### src/rtl/btn_reader.sv
// Push-button input path: 2-flop sync, tick-paced debounce, edge pulses,
// wrapping press counters and a sticky maskable interrupt per button.

module btn_lane #(
    parameter int DB_CNT = 4,
    parameter int CNT_W  = 8
) (
    input  logic             mclk,
    input  logic             mrst,
    input  logic             tick,
    input  logic             sync_bit,
    input  logic             en,
    input  logic             clr,
    output logic             state,
    output logic             rise,
    output logic             fall,
    output logic [CNT_W-1:0] cnt,
    output logic             pend,
    output logic             pend_nxt
);
    localparam int DW = (DB_CNT > 1) ? $clog2(DB_CNT) : 1;

    logic [DW-1:0] db_cnt;
    logic          flip;

    // Level accepted on the tick that sees the DB_CNT-th consecutive mismatch
    assign flip     = tick && (sync_bit != state) && (db_cnt == DW'(DB_CNT - 1));
    assign pend_nxt = (rise & en) | (pend & ~clr);

    always_ff @(posedge mclk or posedge mrst) begin
        if (mrst) begin
            db_cnt <= '0;
            state  <= 1'b0;
            rise   <= 1'b0;
            fall   <= 1'b0;
            cnt    <= '0;
            pend   <= 1'b0;
        end else begin
            rise <= flip & ~state;
            fall <= flip & state;
            if (tick) begin
                if (sync_bit == state || flip)
                    db_cnt <= '0;
                else
                    db_cnt <= db_cnt + DW'(1);
            end
            if (flip)
                state <= ~state;
            if (rise)
                cnt <= cnt + CNT_W'(1);
            pend <= pend_nxt;
        end
    end
endmodule

module btn_reader #(
    parameter int NBTN     = 3,
    parameter int TICK_DIV = 50000,
    parameter int DB_CNT   = 4,
    parameter int CNT_W    = 8
) (
    input  logic                  mclk,
    input  logic                  mrst,
    input  logic [NBTN-1:0]       btn_in,
    input  logic [NBTN-1:0]       irq_en,
    input  logic [NBTN-1:0]       irq_clr,
    output logic [NBTN-1:0]       btn_state,
    output logic [NBTN-1:0]       btn_rise,
    output logic [NBTN-1:0]       btn_fall,
    output logic [NBTN*CNT_W-1:0] press_cnt,
    output logic [NBTN-1:0]       irq_pend,
    output logic                  irq
);
    localparam int PW = (TICK_DIV > 1) ? $clog2(TICK_DIV) : 1;

    logic [NBTN-1:0]            sync_q1, btn_sync;
    logic [PW-1:0]              presc;
    logic                       tick;
    logic [NBTN-1:0]            pend_nxt;
    logic [NBTN-1:0][CNT_W-1:0] cnt_q;

    assign tick      = (presc == PW'(TICK_DIV - 1));
    assign press_cnt = cnt_q;

    always_ff @(posedge mclk or posedge mrst) begin
        if (mrst) begin
            sync_q1  <= '0;
            btn_sync <= '0;
            presc    <= '0;
            irq      <= 1'b0;
        end else begin
            sync_q1  <= btn_in;
            btn_sync <= sync_q1;
            presc    <= tick ? '0 : presc + PW'(1);
            // Built from next-state so irq moves on the same edge as irq_pend
            irq      <= |pend_nxt;
        end
    end

    for (genvar g = 0; g < NBTN; g++) begin : g_lane
        btn_lane #(
            .DB_CNT (DB_CNT),
            .CNT_W  (CNT_W)
        ) u_lane (
            .mclk     (mclk),
            .mrst     (mrst),
            .tick     (tick),
            .sync_bit (btn_sync[g]),
            .en       (irq_en[g]),
            .clr      (irq_clr[g]),
            .state    (btn_state[g]),
            .rise     (btn_rise[g]),
            .fall     (btn_fall[g]),
            .cnt      (cnt_q[g]),
            .pend     (irq_pend[g]),
            .pend_nxt (pend_nxt[g])
        );
    end
endmodule

### config.mk
export PLATFORM = sky130hd
export DESIGN_NAME = btn_reader
export DESIGN_NICKNAME = d
export VERILOG_FILES = /design/src/rtl/btn_reader.sv
export SDC_FILE = /design/constraint.sdc
export NUM_CORES = 1
export LEC_CHECK = 0
export CORE_UTILIZATION = 45
export CTS_CLUSTER_SIZE = 25
export DETAILED_ROUTE_END_ITERATION = 7
export HOLD_SLACK_MARGIN = 0.15
export PLACE_DENSITY = 0.7
export SYNTH_ARGS = -nofsm -noshare
export SYNTH_HDL_FRONTEND = slang
export SYNTH_SLANG_ARGS = --single-unit
### constraint.sdc
create_clock -name mclk -period 4.5 [get_ports mclk]
set_input_delay 0.45 -clock mclk [delete_from_list [all_inputs] [get_ports mclk]]
set_output_delay 0.45 -clock mclk [all_outputs]
set_load 0.01 [all_outputs]
* After elaboration in Yosys (flattened, before gate mapping) *
Index checks and enable logic that the tools add are counted.

word-level totals
  input port bits = 11
  logic and storage cells = 74
  register bits = 65

operators by class
  bitwise gates (word level) = 21
  multiplexer cells = 4
  equality and inequality tests = 10
  reductions and logical operators = 10
  $add $sub $neg = 7

operators by type and width
  operator                 count
  $add A8 B1 Y8 const B    3
  $add A16 B1 Y16 const B  1
  $eq A16 B16 Y1 const B   1
  $mux W16                 1
  $and A1 B1 Y1            12
  $add A2 B1 Y2 const B    3
  $eq A2 B2 Y1 const B     3
  $logic_and A1 B1 Y1      6
  $mux W2                  3
  $not A1 Y1               6
  $eq A1 B1 Y1             3
  $logic_or A1 B1 Y1       3
  $ne A1 B1 Y1             3
  $or A1 B1 Y1             3
  $reduce_or A3 Y1         1

* Depth between registers and ports, before layout *
Gate-level depths: netlist (run 1).

  depth after elaboration = 5
  gate-level depth with buffers = 6

* Modules after synthesis *
From an unflattened synthesis (run 1), not the netlist that was laid out.

unflattened totals
  cell total of the unflattened synthesis = 229
  area total of the unflattened synthesis = 2,743.9 µm²

modules (own cells, without submodules)
  module      area an instance (µm²)  cells each  times used
  btn_lane    601.8                   51          3
  btn_reader  938.4                   76          1

* Least setup slack after synthesis (run 1) *
No wires, ideal clock.

  kind = register -> register
  start point = register presc[0]
  end point = register g_lane[0].u_lane.state
  slack = 2,942 ps
  data arrival time = 1,433 ps
  buffers on the path = 0
  stages on the path, launching flop included = 6
  clock period less this slack = 1,558 ps
  path through = dfrtp_1 -> ha_1 -> nand3_1 -> and4b_4 -> nand2_2 -> mux2_4

between the ends
  longest elaborated chain between the ends = 3

ends and longest elaborated chain
  item                               line  text
  start: declaration                 77    logic [PW-1:0] presc;
  start signal: assignment           94    presc <= tick ? '0 : presc + PW'(1);
  $eq A16 B16 Y1                     82    assign tick = (presc == PW'(TICK_DIV - 1));
  $logic_and A1 B1 Y1 (2 in series)  27    assign flip = tick && (sync_bit != state) && (db_cnt == DW'(DB_CNT - 1));
  end signal: assignment             48    state <= ~state;
  end: declaration                   14    output logic state,

No other way between the ends.
A chain may end at the register's enable or synchronous reset.

* Final worst setup path (run 1) *
  start point = register g_lane[2].u_lane.rise
  end point = output btn_rise[2]

RTL lines
  item                      line  text
  start: declaration        15    output logic rise,
  start signal: assignment  39    rise <= flip & ~state;
  end: declaration          68    output logic [NBTN-1:0] btn_rise,

No word-level cell between the ends.

==> impl_metrics.env, run 1 <==
export IMPL_cp_max_fo=8
export IMPL_power_density_nw_per_um2=301
export IMPL_seq_area_um2=1630
export IMPL_critPathKind="reg -> out"
export IMPL_synth_simple_area_share_pct=18.1
export IMPL_hold_path_class="reg -> reg"
export IMPL_worst_endpoint_required_ns=4.05
export IMPL_synth_compound_area_share_pct=2.78
export IMPL_cts_reportedPaths_clkPinSlew_ns=0.06
export IMPL_worst_slew_pin_slew_ns=0.578
export IMPL_cpLargestDelayFamily="buffers and inverters"
export IMPL_synthMuxAreaShare_pct=3.54
export IMPL_finClkSkew_ns=0.00666
export IMPL_synth_top_area_share_pct=58.2
export IMPL_floorplan_initialDensity_pct=46.9
export IMPL_maxSlewViolCount=0
export IMPL_cts_repair_resized=0
export IMPL_ys_ff_latch=65
export IMPL_crit_cells=1
export IMPL_cts_setup_buffers=0
export IMPL_cp_end_kind="output port"
export IMPL_synth_top_family_by_area="simple AND/OR/NAND/NOR gates"
export IMPL_synthAdderAreaFrac_pct=3.13
export IMPL_maxCapViolCount=0
export IMPL_synth_cells=233
export IMPL_p_leak_nw=1.58
export IMPL_die_width_um=80.8
export IMPL_setup_viol=0
export IMPL_portBuffers=47
export IMPL_reg2reg_depth=5
export IMPL_root_buffer="clkbuf_8"
export IMPL_core_area_um2=5960
export IMPL_final_area_um2=3420
export IMPL_row_count=28
export IMPL_hold_violations=0
export IMPL_ant_nets=0
export IMPL_synth_area_per_cell_um2=12.0
export IMPL_worstPathArrival_ns=1.46
export IMPL_grt_max_degree=49
export IMPL_drtIter0Drc=89
export IMPL_place_area_um2=3260
export IMPL_layout_nets=295
export IMPL_cts_max_level=3
export IMPL_syn_num_nets=251
export IMPL_crit_slowest_cell="clkdlybuf4s50_1"
export IMPL_cpPeakStageDelay_ns=0.60
export IMPL_crit_buf_inv=1
export IMPL_place_congestion=0.760
export IMPL_fill_cells=536
export IMPL_ir_drop_mv=0.168
export IMPL_yosys_warnings=0
export IMPL_first_pass_iters=4
export IMPL_cts_sinks=65
export IMPL_via_per_inst=5.05
export IMPL_cp_cell_sequence="clkdlybuf4s50_1"
export IMPL_clock_fmax_mhz=523
export IMPL_num_vias=1791
export IMPL_dieArea_um2=6530
export IMPL_yosysSeqAreaShare_pct=58.2
export IMPL_synthTopCellsByArea="dfrtp_1 58%, xnor2_1 6.6%, nand2_1 3.6%, buf_4 3.2%, ha_1 3.1%"
export IMPL_synth_xor_area_share_pct=9.72
export IMPL_worstSetupStartpointType="flop"
export IMPL_fin_tns_setup_ns=0
export IMPL_cts_buffers_inserted=9
export IMPL_antenna_found_initial=0
export IMPL_yosysTopAreaCell="dfrtp_1"
export IMPL_cts_tree="done"
export IMPL_async_flop_share_pct=100
export IMPL_min_path_cells=0
export IMPL_synthToLayoutAreaGrowth_pct=22.3
export IMPL_period_needed_ns=1.91
export IMPL_ys_flop_type="dfrtp_1"
export IMPL_slew_headroom_pct=61.5
export IMPL_synth_distinct_cells=36
export IMPL_die_y_um=80.8
export IMPL_cts_hold_buf=0
export IMPL_wl_um=4580
export IMPL_clk_path_buf_depth=2
export IMPL_ios=48
export IMPL_syn_area_um2=2790
export IMPL_grt_pass1_vias=1700
export IMPL_clock_latency_ns=0.33
export IMPL_drive_above_1_share_pct=10.4
export IMPL_min_period_over_period_pct=42.5
export IMPL_status="completed"
export IMPL_synth_edf_count=0
export IMPL_grt_pass1_wl_um=7760
export IMPL_dp_hpwl_um=3170
export IMPL_multiInputGateArea_um2=1040
export IMPL_grtUsageTotal_pct=16.3
export IMPL_drc=0
export IMPL_grt_remaining_overflow=0
export IMPL_grt_setup_unrepaired="no"
export IMPL_num_antenna_cells=0
export IMPL_wire_per_inst_um=12.9
==> synthesized netlist by cell type (2+ instances only) <==
library cell  instances
a21o_1                2
a21oi_1               4
and3_1                6
buf_4                12
dfrtp_1              65
ha_1                  7
inv_1                 4
mux2_2                3
mux2_4                3
mux2i_1               2
nand2_1              27
nand2_2               3
nand2b_1              6
nand3_1              10
nand4_1              10
nor2_1               13
nor3_2                2
nor3b_1               2
o21ai_0               5
or3_1                 2
xnor2_1              21
xor2_1               10
==> final cells by class <==
cell class / instances / area share, %
clock buffer: 14 / 4.76
inverter: 4 / 0.439
multi-input combinational: 149 / 30.5
sequential: 65 / 47.6
tap: 75 / 2.75
timing repair buffer: 48 / 14.0
==> final timing paths <==
check | from | to | slack, ns
setup / recovery | g_lane[2].u_lane.rise | btn_rise[2] | 2.59
hold / removal | sync_q1[2] | btn_sync[2] | 0.35
setup reg to reg | presc[0] | g_lane[1].u_lane.state | 2.73
hold reg to reg | sync_q1[2] | btn_sync[2] | 0.35
max in group asynchronous | mrst | btn_sync[1] | 3.17
min in group asynchronous | mrst | g_lane[0].u_lane.cnt[2] | 0.41
==> state kept, by name (all words and copies together) (netlist names) <==
name and count:
g_lane.u_lane.cnt 24, presc 16, irq 1, g_lane.u_lane.fall 3
g_lane.u_lane.rise 3, g_lane.u_lane.pend 3, g_lane.u_lane.db_cnt 6, btn_sync 3
g_lane.u_lane.state 3, sync_q1 3
==> report_power, final <==
group	leakage, nW	switching (mW)	total [mW]	internal (mW)
Clock	0.0826	0.193	0.418	0.225
Combinational	0.618	0.0131	0.0227	0.00960
Sequential	0.880	0.00135	0.589	0.587
Total	1.58	0.208	1.03	0.822
==> metal layers <==
| metal | share of wire [%] | wire length (µm) | vias to the layer above | track usage [%] |
|---|---|---|---|---|
| li1 | - | - | 863 | - |
| met1 | 46 | 2100 | 876 | 20.3 |
| met2 | 46 | 2120 | 41 | 24.9 |
| met3 | 4.9 | 226 | 11 | 4.49 |
| met4 | 2.9 | 133 | 0 | 10.7 |
| met5 | 0 | 0 | - | 0 |
==> per-stage QoR <==
stage	utilization (%)	cells	hold WS [ns]	worst slack [ns]	total power [mW]
after floorplan	-	233	0.331	2.42	0.610
after detailed placement	54.7	341	0.340	2.74	0.623
final	57.4	355	0.346	2.59	1.03
after global placement	54.7	341	0.334	2.77	0.623
after global routing	57.4	355	0.366	2.52	1.08
after CTS	57.4	355	0.350	2.57	1.05
==> cell usage in the layout (no fill, tap or decap), types with 2 or more instances in the layout <==
| master | synthesis | layout |
|---|---|---|
| nor3b_1 | 2 | 2 |
| nand2b_1 | 6 | 6 |
| and3_1 | 6 | 6 |
| mux2_4 | 3 | 3 |
| clkbuf_1 | 1 | 3 |
| mux2i_1 | 2 | 2 |
| nor2_1 | 13 | 13 |
| inv_1 | 4 | 3 |
| dfrtp_1 | 65 | 65 |
| or3_1 | 2 | 2 |
| o21ai_0 | 5 | 5 |
| clkdlybuf4s50_1 | 0 | 47 |
| nand2_1 | 27 | 27 |
| nor3_2 | 2 | 2 |
| xor2_1 | 10 | 10 |
| clkbuf_8 | 0 | 11 |
| xnor2_1 | 21 | 21 |
| nand4_1 | 10 | 10 |
| a21o_1 | 2 | 2 |
| ha_1 | 7 | 7 |
| a21oi_1 | 4 | 4 |
| nand2_2 | 3 | 3 |
| mux2_2 | 3 | 3 |
| nand3_1 | 10 | 10 |
==> kinds of logic after synthesis <==
family	after synthesis
simple gates	90
mux	8
flops	65
xor+xnor	31
compound gates	13
fa+ha+maj	7
buf+inv	19
Note: power is estimated with default switching activity, not from simulation.
==> run 2, diff against run 1 <==
--- a/config.mk
+++ b/config.mk
@@ -9,7 +9,7 @@
 export CTS_CLUSTER_SIZE = 25
 export DETAILED_ROUTE_END_ITERATION = 7
 export HOLD_SLACK_MARGIN = 0.15
-export PLACE_DENSITY = 0.7
+export PLACE_DENSITY = 0.72
 export SYNTH_ARGS = -nofsm -noshare
 export SYNTH_HDL_FRONTEND = slang
 export SYNTH_SLANG_ARGS = --single-unit
==> constraint.sdc (replaced) <==
create_clock -name mclk -period 1.6 [get_ports mclk]
set_input_delay 0.16 -clock mclk [delete_from_list [all_inputs] [get_ports mclk]]
set_output_delay 0.16 -clock mclk [all_outputs]
set_load 0.01 [all_outputs]
==> run 2 against run 1 <==
- critical path type is now reg -> reg
- highest routed layer unchanged
- die area is the same
- critical endpoint is now g_lane[0].u_lane.state
- utilization grew 3.1 points
- worst setup slack lost 2.6 ns
- cell area grew 5.4%
- register-to-register slack lost 2.7 ns
- first-iteration DRC count shrank 35%
- clock skew grew 0.00082 ns
==> impl_metrics.env, run 2 (synthesis results as in run 1) <==
export IMPL_worstPathArrival_ns=1.81
export IMPL_stdcell_count=374
export IMPL_cp_max_fo=8
export IMPL_floorplan_initialDensity_pct=46.9
export IMPL_worst_slew_pin_slew_ns=0.419
export IMPL_power_mw=2.94
export IMPL_largest_reg_flops=24
export IMPL_hold_violations=0
export IMPL_num_antenna_cells=0
export IMPL_dieArea_um2=6530
export IMPL_drc=0
export IMPL_num_vias=1862
export IMPL_finClkSkew_ns=0.00748
export IMPL_layout_nets=314
export IMPL_grt_remaining_overflow=0
export IMPL_clock_latency_ns=0.34
export IMPL_die_y_um=80.8
export IMPL_critPathKind="reg -> reg"
export IMPL_pre_cts_slack_ns=-0.0102
export IMPL_grtUsageTotal_pct=16.6
export IMPL_ir_drop_mv=0.456
export IMPL_cp_end_kind="flop"
export IMPL_p_leak_nw=1.69
export IMPL_antenna_found_initial=0
export IMPL_row_count=28
export IMPL_maxSlewViolCount=0
export IMPL_first_pass_iters=4
export IMPL_power_density_nw_per_um2=816
export IMPL_grt_setup_unrepaired="yes"
export IMPL_reg_top3="g_lane.u_lane.cnt: 24 flops, presc: 16 flops, g_lane.u_lane.db_cnt: 6 flops"
export IMPL_setup_viol=0
export IMPL_place_inst=356
export IMPL_core_area_um2=5960
export IMPL_fin_ws_ns=0.0125
export IMPL_via_per_inst=4.98
export IMPL_final_cell_mix="62 x dfrtp_1, 47 x clkdlybuf4s50_1, 27 x nand2_1, 21 x xnor2_1, 18 x buf_4"
export IMPL_largest_register="g_lane.u_lane.cnt"
export IMPL_grt_max_degree=59
export IMPL_final_util_pct=60.5
export IMPL_cts_max_level=3
export IMPL_cts_buffers_inserted=9
export IMPL_ant_nets=0
export IMPL_reg2reg_depth=5
export IMPL_synthToLayoutAreaGrowth_pct=28.9
export IMPL_root_buffer="clkbuf_8"
export IMPL_place_congestion=0.787
export IMPL_maxCapViolCount=0
export IMPL_min_period_over_period_pct=99.2
export IMPL_final_common_cell="dfrtp_1"
export IMPL_dp_hpwl_um=3320
export IMPL_fin_tns_setup_ns=0
export IMPL_period_needed_ns=1.59
export IMPL_slew_headroom_pct=71.9
export IMPL_hold_path_class="in -> reg"
export IMPL_worstSetupStartpointType="flop"
export IMPL_clock_fmax_mhz=630
export IMPL_wire_per_inst_um=12.9
export IMPL_status="completed"
export IMPL_min_path_cells=1
export IMPL_clk_path_buf_depth=2
export IMPL_final_area_um2=3600
export IMPL_fill_cells=498
export IMPL_cts_sinks=65
export IMPL_portBuffers=47
export IMPL_worst_endpoint_required_ns=1.82
export IMPL_worst_hold_slack_ns=0.257
export IMPL_grt_pass1_wl_um=7900
export IMPL_die_width_um=80.8
export IMPL_ios=48
export IMPL_place_area_um2=3380
export IMPL_drive_above_1_share_pct=18.4
export IMPL_cts_tree="done"
export IMPL_wl_um=4820
export IMPL_grt_pass1_vias=1783
export IMPL_cts_reportedPaths_clkPinSlew_ns=0.07
export IMPL_drtIter0Drc=58
## run 2: cell types whose count changed in the layout (fill, tap and decap cells not counted), moves of 2 or more
cell,change
dfrtp_2,+3
clkinv_2,+2
clkbuf_1,-3
clkinvlp_4,+2
buf_4,+17
dfrtp_1,-3
## run 2: routing by layer
| metal | up-vias | global-route usage, % | part of all wire [%] |
|---|---|---|---|
| met5 | - | 0 | 0 |
| met4 | 0 | 8.04 | 1.5 |
| met3 | 8 | 5.96 | 6.1 |
| met2 | 47 | 26.0 | 47 |
| met1 | 903 | 20.4 | 45 |
| li1 | 904 | - | - |
## run 2: power breakdown
part	internal, mW	leakage [nW]	switching [mW]
logic	0.0325	0.723	0.0395
clock network	0.623	0.0871	0.589
registers	1.65	0.875	0.00357
total	2.31	1.69	0.632
## run 2: worst max-delay path: stages, from the launching register on
cell and delay (ns):
dfrtp_1 0.36, ha_2 0.19, nand3_2 0.09, and4b_4 0.45, nand2_2 0.09, mux2_4 0.30
## run 2: final timing paths
path	slack [ns]	from	to
worst max-delay path	0.01	presc[0]	g_lane[0].u_lane.state
worst min-delay path	0.26	btn_in[2]	sync_q1[2]
worst max register to register	0.01	presc[0]	g_lane[0].u_lane.state
worst min register to register	0.35	sync_q1[2]	btn_sync[2]
max in group asynchronous	0.39	mrst	g_lane[2].u_lane.rise
min in group asynchronous	0.67	mrst	g_lane[0].u_lane.cnt[6]
## run 2: cell type report
type	instances	area (µm²)	area share [%]
clock inverters	3	17.5	0.486
clock buffers	11	151	4.20
well taps	75	93.8	2.61
repair buffers	67	636	17.6
inverters	4	18.8	0.521
multi-input cells	149	1050	29.3
flip-flops and latches	65	1630	45.3
## run 2: timing repair
item | in CTS | in global routing
buffers inserted | 1 | 2
resized for setup | 2 | 4
endpoints found under the hold margin | 7 | 0
gates cloned | 0 | 0
setup endpoints to repair | 4 | 9
pin swaps | 0 | 2
hold buffers | 1 | 0
==> edit 1, RTL diff (config.mk and constraints of run 2) <==
The output `irq` loses its register stage (`irq` becomes a continuous assignment).
--- a/src/rtl/btn_reader.sv
+++ b/src/rtl/btn_reader.sv
@@ -87,15 +87,15 @@
             sync_q1  <= '0;
             btn_sync <= '0;
             presc    <= '0;
-            irq      <= 1'b0;
         end else begin
             sync_q1  <= btn_in;
             btn_sync <= sync_q1;
             presc    <= tick ? '0 : presc + PW'(1);
             // Built from next-state so irq moves on the same edge as irq_pend
-            irq      <= |pend_nxt;
         end
     end
+
+    assign irq = |pend_nxt;
 
     for (genvar g = 0; g < NBTN; g++) begin : g_lane
         btn_lane #(
Behaviour: same outputs for any inputs over 10 cycles, from zero or initial values and one cycle with mrst high; that may be too few to reach the edited logic, so the function may still have changed.
==> edit 1 against run 2 <==
- the run now ends with negative setup slack left
- wire length is 4.1% higher
- total power rose by 12%
- clock power grew 32%
- sequential cell count decreased by 1
- cell area up 2.4%
- worst setup slack worse by 0.033 ns
- area after synthesis shrank 0.90%
==> edit 1: results (changes against run 2) <==
Status - finished with violations
Failing checks - negative setup slack
CP startpoint - presc[0]$_DFF_PP0_
TritonRoute pass-1 iters - 4 (unchanged)
CTS Buffer Depth - 2 (unchanged)
Root buf cell - clkbuf_8
Initial DRC count - 70 (+21%)
Clock slew at reported path FFs - 0.07 ns (about the same)
Biggest regs - g_lane.u_lane.cnt: 24 flops, presc: 16 flops, g_lane.u_lane.db_cnt: 6 flops
Synth area leader - dfrtp_1
Synth area leaders - dfrtp_1, xnor2_1, nand2_1, buf_4, ha_1
Crit path max fanout - 8 (unchanged)
Post-DP HPWL - 3.54 mm (+6.6%)
Worst EP arrival - 1.85 ns (+0.04 ns)
Setup_tns - -0.0597 ns (-0.0597 ns)
Share of layout cells above drive strength 1 - 0.214 (+0.0299)
Nets - 317 (+0.96%)
Pre-CTS setup slack - -0.177 ns (-0.167 ns)
Final WL - 5.02 mm (+4.1%)
Clk Latency, worst-skew pair - 0.34 ns (about the same)
DRC - 0 (unchanged)
GRT Total Usage - 0.183 (+0.0166)
Gpl congestion - 0.785 (-0.25%)
Synth Warn # - 0 (unchanged)
Final Worst Setup Slack - -0.0208 ns (-0.0333 ns)
Drt via density - 5.03 (+1.0%)
Syn avg cell area - 11.9 µm² (-0.47%)
Clk_skew - 0.00660 ns (-0.000879 ns)
IO buf count - 47 (unchanged)
Placed cell count - 362 (+1.7%)
Commonest cells post-synth - dfrtp_1, nand2_1, xnor2_1
TritonCTS buffer count - 9 (unchanged)
Synth cell types - 36 (unchanged)
Mapped Nets - 250 (-0.40%)
Hold WC Path Type - in -> async
Fraction of registers with async set/reset - 1.00 (unchanged)
Lkg Pwr - 1.77 nW (+4.8%)
CTS H-tree lvls - 3 (unchanged)
Vias in the first global route - 1,861 (+4.4%)
Seq/Total Area, Yosys - 0.578 (-0.00378)
Initial antenna violation count - 0 (unchanged)
VDD IR max - 0.854 mV (+87%)
Inserted Diodes - 0 (unchanged)
Largest net degree at the start of global routing - 47 (-20%)
Wire length per cell - 13.2 µm (+2.8%)
Worst slew margin - 0.741 (+0.0216)
Setup violators final - 3 (+3)
First-pass GRT wire length - 8.63 mm (+9.3%)
## edit 1: changes by cell type after synthesis, sizes merged
cell          run 2  this run
dfrtp            65        64
## edit 1: area by class of cell
class	count	area, µm²
Clock inverter	2	60.1
Timing Repair Buffer	71	669
Inverter	4	18.8
Sequential cell	64	1600
Fill cell	488	2230
Clock buffer	14	173
Multi-Input combinational cell	149	1070
Tap cell	75	93.8
## edit 1: report_power, final
| part | switching (mW) | internal (mW) |
|---|---|---|
| clock | 0.591 | 1.01 |
| sequential | 0.00382 | 1.63 |
| combinational | 0.0395 | 0.0329 |
## edit 1: path summary, 6_finish.rpt
kind	endpoint	slack (ns)	cells after the start
setup / recovery	g_lane[1].u_lane.state$_DFFE_PP0P_	-0.02	5
hold / removal	g_lane[1].u_lane.cnt[7]$_DFFE_PP0P_	0.23	3
setup reg to reg	g_lane[1].u_lane.state$_DFFE_PP0P_	-0.02	5
hold reg to reg	btn_sync[2]$_DFF_PP0_	0.35	0
max in group asynchronous	g_lane[0].u_lane.cnt[0]$_DFFE_PP0P_	1.15	3
min in group mclk	sync_q1[2]$_DFF_PP0_	0.26	1
## edit 1: through the flow
stage / instance area (µm²) / hold slack, ns
floorplan: 2770 / 0.191
global placement: 3410 / 0.332
detailed placement: 3410 / 0.340
CTS: 3660 / 0.236
global route: 3690 / 0.246
finish: 3690 / 0.225
## edit 1: worst max-delay path, stage by stage, from the launching register on
cell	delay [ns]
dfrtp_1	0.38
ha_2	0.21
nand3_2	0.10
and4b_4	0.44
nand2_2	0.08
mux2_4	0.30
## edit 1: cell families (layout without fill, tap and decap cells)
family,Yosys count,in the layout,synth area share
and+or+nand+nor,90,90,0.183
DFF,64,64,0.578
xor gates and xnor gates,31,31,0.0981
buffers and inverters,19,91,0.0452
AOI/OAI and AO/OA,13,13,0.0280
muxes,8,8,0.0357
adders and majority gates,7,7,0.0316
## edit 1: timing repair
item,4_1_cts,5_1_grt
buffers inserted,1,0
resized for setup,10,10
setup endpoints to repair,7,13
pin swaps,4,2
## edit 1: layer usage
metal  global-route usage  share of wire  wire length, µm  vias up
met5                    0              0                0        -
met4               0.0750          0.015               77        0
met3               0.0682          0.048              242       10
met2                0.292           0.50             2520       47
met1                0.221           0.43             2180      936
li1                     -              -                -      913
==> edit 2, RTL diff (config.mk and constraints of run 2) <==
Made on the original files. `TICK_DIV`: 50000 -> 100000.
--- a/src/rtl/btn_reader.sv
+++ b/src/rtl/btn_reader.sv
@@ -55,7 +55,7 @@
 
 module btn_reader #(
     parameter int NBTN     = 3,
-    parameter int TICK_DIV = 50000,
+    parameter int TICK_DIV = 100000,
     parameter int DB_CNT   = 4,
     parameter int CNT_W    = 8
 ) (
Behaviour: no difference found for any inputs over 10 cycles, from zero or initial values and one cycle with mrst high; that may be too few to reach the edited logic, so the function may still have changed.
==> edit 2 against run 2 <==
- the flow now finishes with violations (negative setup slack)
- total power increased by 7.1%
- cell area up 4.4%
- first-iteration DRC count is 1.7% lower
- wire length increased by 1.8%
- critical path type unchanged
- area after synthesis increased by 0.13%
- largest power group unchanged
- worst setup slack worse by 0.21 ns
- sequential cell count grew 1
==> edit 2: results (changes against run 2) <==
Post-synthesis adder-cell area fraction - 0.0313 (-0.0000421)
GRT Total Usage - 0.163 (-0.00355)
Mux share of post-synthesis cell area - 0.0242 (-0.0112)
Hold WC Path Type - in -> reg
Power Internal - 2.55 mW (+10%)
Placed cell area - 3440 µm² (+1.8%)
Slowest cell on crit path - or4_4
Seq/Total Area, Yosys - 0.590 (+0.00816)
Gpl congestion - 0.756 (-4.0%)
Hold-fix buffers at CTS - 1 (unchanged)
Share of layout cells above drive strength 1 - 0.201 (+0.0173)
Status - finished with violations
TritonCTS buffer count - 9 (unchanged)
CP max stage delay - 0.58 ns (+0.13 ns)
Biggest regs - g_lane.u_lane.cnt: 24 flops, presc: 17 flops, g_lane.u_lane.db_cnt: 6 flops
M1 wire length - 2.30 mm (+5.9%)
Synth cell types - 27 (-25%)
Commonest cells post-synth - dfrtp_1, nand2_1, xnor2_1
Vias in the first global route - 1,848 (+3.6%)
VDD IR max - 0.429 mV (-6.0%)
Final Worst Setup Slack - -0.194 ns (-0.207 ns)
PD cells - 837 nW/µm² (+2.6%)
Mapped Nets - 258 (+2.8%)
Met3 wire len - 229 µm (-23%)
Routing usage on met1 - 0.194 (-0.0102)
Largest net degree at the start of global routing - 42 (-29%)
Clk Latency, worst-skew pair - 0.32 ns (-0.02 ns)
Setup violators final - 23 (+23)
Worst EP arrival - 2.06 ns (+0.25 ns)
Finished Layout Cells - 393 (+5.1%)
Failing checks - negative setup slack
DR WL met2 - 2.26 mm (-0.48%)
Clk_skew - 0.00500 ns (-0.00248 ns)
Fraction of registers with async set/reset - 1.00 (unchanged)
Crit path max fanout - 5 (-3)
Wire length per cell - 12.5 µm (-3.1%)
Post-DP HPWL - 3.44 mm (+3.6%)
Synth Area in XOR/XNOR - 0.113 (+0.0155)
Clock network power - 1.40 mW (+16%)
Vias - 1,911 (+2.6%)
Least-Margin Pin Slew - 0.350 ns (-0.0693 ns)
Lkg Pwr - 1.75 nW (+4.1%)
Initial DRC count - 57 (-1.7%)
Met3 Track Usage GR - 0.0348 (-0.0247)
Compound-cell area share of the yosys netlist - 0.0188 (-0.00898)
First-pass GRT wire length - 7.98 mm (+0.96%)
Postcts setup bufs - 0 (-1)
Placed cell count - 370 (+3.9%)
Cts repair resizes - 1 (-1)
Cells after Synth - 240 (+3.0%)
Nets - 332 (+5.7%)
[edit 2: changes by cell type in the layout (fill, tap and decap cells not counted), moves of 4 or more]
cell / run 2 / this run
and3_1: 6 / 2
buf_4: 18 / 26
nor2_1: 13 / 22
xnor2_1: 21 / 26
[edit 2: final timing paths]
kind | from | endpoint | slack (ns) | cells after the start
worst min register to register | sync_q1[2]$_DFF_PP0_ | btn_sync[2]$_DFF_PP0_ | 0.35 | 0
min in group asynchronous | mrst | g_lane[1].u_lane.pend$_DFF_PP0_ | 0.71 | 3
worst max-delay path | presc[11]$_DFF_PP0_ | g_lane[0].u_lane.db_cnt[0]$_DFFE_PP0N_ | -0.19 | 4
max in group asynchronous | mrst | g_lane[1].u_lane.rise$_DFF_PP0_ | 0.39 | 4
worst max register to register | presc[11]$_DFF_PP0_ | g_lane[0].u_lane.db_cnt[0]$_DFFE_PP0N_ | -0.19 | 4
worst min-delay path | btn_in[1] | sync_q1[1]$_DFF_PP0_ | 0.27 | 1
[edit 2: metrics by stage]
step	TNS (ns)	hold WS [ns]
2_1_floorplan	-1.13	0.191
3_3_place_gp	-1.27	0.332
3_5_place_dp	-2.75	0.335
4_1_cts	-3.07	0.255
5_1_grt	-3.69	0.270
6_report	-2.20	0.271
[edit 2: cell type report]
cell class	instances	area [µm²]
clock buffers	13	169
clock inverters	2	35.0
fillers	473	2190
inverters	6	26.3
multi-input cells	155	1080
flip-flops and latches	66	1660
well taps	75	93.8
repair buffers	76	707
[edit 2: cell families after synthesis]
logic type	after synthesis
buf+inv	20
flops	66
simple gates	96
xor+xnor	36
compound gates	9
mux	6
fa+ha+maj	7
[edit 2: worst register-to-register path: stages, from the launching register on]
cell	delay [ns]
dfrtp_1	0.38
or4_4	0.58
or4_4	0.49
nor3b_2	0.19
a21o_1	0.10
